File: src/rtl/comparer.sv
// -----------------------------------------------------------------------------
// comparer
//
// Flag-based comparison stage placed directly after the ALU adder/subtractor.
// It takes the ALU status flags and the subtraction result (a - b) and
// produces registered equal / signed-less-than / unsigned-less-than
// indications for set-on-less-than and branch resolution. It also reports
// when the zero flag disagrees with the actual result value.
//
// Parameters:
//   WIDTH     - bit width of a, b and result (default 1)
//
// Ports:
//   clk       in   1      rising-edge clock
//   reset     in   1      synchronous, active-high reset
//   a         in   WIDTH  operand A (debug / interface uniformity only)
//   b         in   WIDTH  operand B (debug / interface uniformity only)
//   result    in   WIDTH  ALU result of a - b
//   cout      in   1      adder carry-out, 1 = no borrow
//   zero      in   1      ALU zero flag
//   sign      in   1      ALU sign flag
//   overflow  in   1      ALU signed-overflow flag
//   eql       out  1      registered: a == b
//   slt       out  1      registered: a < b (signed)
//   sltu      out  1      registered: a < b (unsigned)
//   flag_err  out  1      registered: zero flag disagrees with result
//
// Timing: no handshake and no enable. Every rising edge samples the inputs;
// the decoded flags are visible after that edge and hold until the next one
// (latency exactly 1 clock). Reset wins over the sample on the same edge.
// -----------------------------------------------------------------------------
module comparer #(
    parameter int WIDTH = 1
) (
    input  logic             clk,
    input  logic             reset,
    input  logic [WIDTH-1:0] a,
    input  logic [WIDTH-1:0] b,
    input  logic [WIDTH-1:0] result,
    input  logic             cout,
    input  logic             zero,
    input  logic             sign,
    input  logic             overflow,
    output logic             eql,
    output logic             slt,
    output logic             sltu,
    output logic             flag_err
);

    // Operands are carried for interface uniformity and debug visibility only;
    // the decode relies purely on the ALU flags and result.
    logic unused_operands;
    assign unused_operands = ^{a, b};

    logic result_is_zero;
    logic eql_next;
    logic slt_next;
    logic sltu_next;
    logic flag_err_next;

    // Flags are trusted as delivered by the ALU; sign is deliberately not
    // re-derived from result[WIDTH-1], so inconsistent flag sets pass through.
    always_comb begin
        result_is_zero = (result == '0);
        eql_next       = zero;
        slt_next       = sign ^ overflow;   // signed compare: true sign of a-b
        sltu_next      = ~cout;             // borrow out means a < b unsigned
        flag_err_next  = zero ^ result_is_zero;
    end

    always_ff @(posedge clk) begin
        if (reset) begin
            eql      <= 1'b0;
            slt      <= 1'b0;
            sltu     <= 1'b0;
            flag_err <= 1'b0;
        end else begin
            eql      <= eql_next;
            slt      <= slt_next;
            sltu     <= sltu_next;
            flag_err <= flag_err_next;
        end
    end

endmodule

File: config.mk
export PLATFORM = sky130hd
export DESIGN_NAME = comparer
export DESIGN_NICKNAME = d
export VERILOG_FILES = /design/src/rtl/comparer.sv
export SDC_FILE = /design/constraint.sdc
export NUM_CORES = 1
export LEC_CHECK = 0
export ABC_AREA = 1
export CORE_AREA = 5 5 42 44
export DETAILED_ROUTE_END_ITERATION = 8
export DIE_AREA = 0 0 47 49
export DONT_BUFFER_PORTS = 1
export HOLD_SLACK_MARGIN = 0.06
export MAX_ROUTING_LAYER = met4
export PLACE_DENSITY = 0.32
export SYNTH_ARGS = -nofsm -noshare
export SYNTH_HDL_FRONTEND = slang
export SYNTH_SLANG_ARGS = --single-unit
File: constraint.sdc
create_clock -name clk -period 0.8 [get_ports clk]
set_input_delay 0.12 -clock clk [delete_from_list [all_inputs] [get_ports clk]]
set_output_delay 0.12 -clock clk [all_outputs]
set_load 0.05 [all_outputs]
### Word level (Yosys, flattened, before mapping)

Index checks and enable logic that the tools add are counted.

| word-level totals | value |
|---|---|
| logic and storage cells | 8 |
| flip-flop bits (word level) | 4 |
| input bits | 9 |
| output and inout bits | 4 |

| cells by class | value |
|---|---|
| bitwise logic cells | 4 |

Operators with widths:

| operator | number |
|---|---|
| NOT 1 bit | 2 |
| bitwise XOR 1 bit | 2 |

### Longest topological paths before layout

| depth | value |
|---|---|
| word-level depth | 2 |
| mapped depth | 4 |
| mapped depth without buffers | 4 |

### Worst setup path after synthesis

No wires, ideal clock.

| timing path | value |
|---|---|
| path type | reg-to-output |
| start point | register eql |
| end point | output port eql |
| setup slack | 0.093 ns |
| data arrival time | 0.587 ns |
| buffers on the path | 0 |
| required time | 0.680 ns |
| stages on the path, launching flop included | 1 |
| path through | dfxtp_1 |

RTL lines:

| item | RTL line | RTL |
|---|---|---|
| from (decl) | 44 | `output logic eql,` |
| from (signal assigned) | 78 | `eql <= eql_next;` |

No word-level cell between the ends.

### Final worst setup path

| timing path | value |
|---|---|
| start point | register eql |
| end point | output port eql |

No word-level cell between the ends.

==> out/qor.json <==
{
  "status": "complete, but fails checks",
  "violations": "setup timing",
  "clock-root-buffer": "sky130_fd_sc_hd__clkbuf_4",
  "drtAntennaViolNets": 0,
  "layout_min_cycle_time_ns": 0.8229,
  "synth_sequential_area_ratio_pct": 62.75,
  "crit_arrival_ns": 0.70,
  "route.detailed.vias_per_inst": 3.267,
  "core_area_sq_um": 1401,
  "fp.dieW_um": 47,
  "min_delay_path_depth": 2,
  "globalRouteOverflowTotal": 0,
  "synth_cell_types": 5,
  "critPathTopFamily": "flip-flops",
  "ir_drop_mv": 0.7509,
  "ios": 13,
  "grt_pass1_vias": 177,
  "die_area_sq_um": 2303,
  "most-common-layout-cells": "6 x sky130_fd_sc_hd__dlygate4sd3_1, 5 x sky130_fd_sc_hd__nor2_1, 4 x sky130_fd_sc_hd__nand2_1, 4 x sky130_fd_sc_hd__dfxtp_2, 4 x sky130_fd_sc_hd__buf_12",
  "post-synth-top-area-cell": "sky130_fd_sc_hd__dfxtp_1",
  "maxSlewViolCount": 0,
  "finalHoldViolCount": 0,
  "finalSetupViolCount": 4,
  "p_per_area_nw_per_um2": 1961,
  "cpMaxStageDelayCell": "sky130_fd_sc_hd__dfxtp_2",
  "grt_antenna_before_repair": 0,
  "critPathKind": "reg2out",
  "critPathMaxStageDelay_ns": 0.33,
  "vias": 147,
  "crit_buf_inv": 1,
  "rsz_0062_raised_after_global_routing": "yes",
  "drt_first_pass_iters": 1,
  "wl_per_cell_um": 8.533,
  "tritoncts.num_buffers": 3,
  "synth.yosys.warnings": 0,
  "slew-limit-headroom_pct": 91.50,
  "finalWeightedCongestion": 0.6913,
  "start_kind": "flip-flop",
  "synth.cell_area_sq_um": 127.6,
  "ctsHtreeMaxLevel": 1,
  "whs_ns": 0.4892,
  "post_cts_buffers": 0,
  "timing.critical_path.fanout_max": 1,
  "grt_pass1_wl_um": 662,
  "grt_start_max_net_pins": 4,
  "drt_wl_total_um": 384,
  "worst_setup_path_end_kind": "output pin",
  "clk_pin_slew_worst_paths_ns": 0.04,
  "syn_inst": 16,
  "placementRows": 14,
  "cts-root-to-sink-buffers": 2,
  "num_antenna_cells": 0,
  "final.period_utilization_pct": 102.9,
  "final_nets": 40,
  "starting_density_pct": 9.107,
  "tritoncts_num_sinks": 4,
  "synth.ff_latch_count": 4,
  "tritoncts_clock_tree": "yes",
  "most_frequent_standard_cell_in_the_layout_excluding_fill_and_tap_cells": "sky130_fd_sc_hd__dlygate4sd3_1",
  "timing.max_cap.violations": 0,
  "syn2layout_area_growth_pct": 147.1,
  "remaining_drcs": 0,
  "post_route_setup_slack_ns": -0.02291,
  "overall_global_routing_resource_usage_pct": 4.841,
  "max_slew.worst_pin.slew_ns": 0.1272,
  "drt-initial-drc-count": 0,
  "post_route_cells_drive_above_1_share_pct": 48.28,
  "dp_worst_setup_slack_ns": 0.1892,
  "critical_path.cell_chain": "buf_12",
  "yosys.area.top_type_share_pct": 62.75,
  "die-height_um": 49,
  "max_freq_ghz": 1.215,
  "postSynthAreaPerCell_sq_um": 7.976,
  "synth.top_cells.by_area": "sky130_fd_sc_hd__dfxtp_1 63%, sky130_fd_sc_hd__nor2_1 15%, sky130_fd_sc_hd__nand2_1 12%",
  "io_buffers": 0,
  "worstSetupPathDepth": 1,
  "power.static_leakage_nw": 0.1401,
  "hold_class": "in2reg",
  "synthesis.nets": 25,
  "cp_data_required_time_ns": 0.68
}
==> area by class of cell <==
| cell class | instances | area (sq um) |
|---|---|---|
| inverters | 2 | 7.507 |
| flip-flops and latches | 4 | 85.08 |
| clock buffers | 3 | 22.52 |
| fillers | 158 | 1086 |
| well taps | 16 | 20.02 |
| repair buffers | 10 | 140.1 |
| multi-input cells | 10 | 40.04 |
==> report_power, final <==
| group | total (mW) | internal [mW] | switching (mW) |
|---|---|---|---|
| Sequential | 0.226 | 0.216 | 0.00999 |
| Combinational | 0.141 | 0.0729 | 0.0677 |
| Clock | 0.252 | 0.168 | 0.0840 |
| Total | 0.618 | 0.457 | 0.162 |
==> per-layer routing <==
metal | up-vias | global-route usage (%) | routed length [um]
met2 | 11 | 5.882 | 152
met4 | 0 | 4.147 | 19
met5 | - | - | 0
met1 | 59 | 3.084 | 135
li1 | 73 | - | -
met3 | 4 | 6.642 | 77
==> sequential cells by signal, summed over array words and instances, names as in the netlist <==
name	flops
eql	1
flag_err	1
slt	1
sltu	1
==> repair_timing <==
item | in CTS | in global routing
resized for setup | 4 | 2
endpoints found under the hold margin | 4 | 0
setup endpoints to repair | 4 | 6
pin swaps | 0 | 0
hold buffers | 6 | 0
==> synthesized netlist by cell type <==
library cell and number:
sky130_fd_sc_hd__dfxtp_1 4, sky130_fd_sc_hd__inv_1 2, sky130_fd_sc_hd__nand2_1 4, sky130_fd_sc_hd__nor2_1 5, sky130_fd_sc_hd__nor2_2 1
==> worst paths after layout <==
path / start / end / slack (ns)
max: eql$_SDFF_PP0_ / eql / -0.02
min: cout / sltu$_SDFF_PP0_ / 0.49
==> kinds of logic (layout without fill, tap and decap cells) <==
group | count (synthesis) | count (layout) | share of synthesized area [%]
simple gates | 10 | 10 | 31.37
flops | 4 | 4 | 62.75
buf+inv | 2 | 15 | 5.885
==> through the flow <==
| stage | area (sq um) | TNS, ns | total power [mW] | utilization (%) | instances |
|---|---|---|---|---|---|
| floorplan | 127.6 | 0 | 0.2791 | - | 16 |
| global placement | 227.7 | 0 | 0.3387 | 16.25 | 36 |
| detailed placement | 227.7 | 0 | 0.3407 | 16.25 | 36 |
| CTS | 315.3 | -0.1131 | 0.6272 | 22.50 | 45 |
| global route | 315.3 | -0.1934 | 0.6603 | 22.50 | 45 |
| finish | 315.3 | -0.07717 | 0.6183 | 22.50 | 45 |
Note: power is estimated with default switching activity, not from simulation.
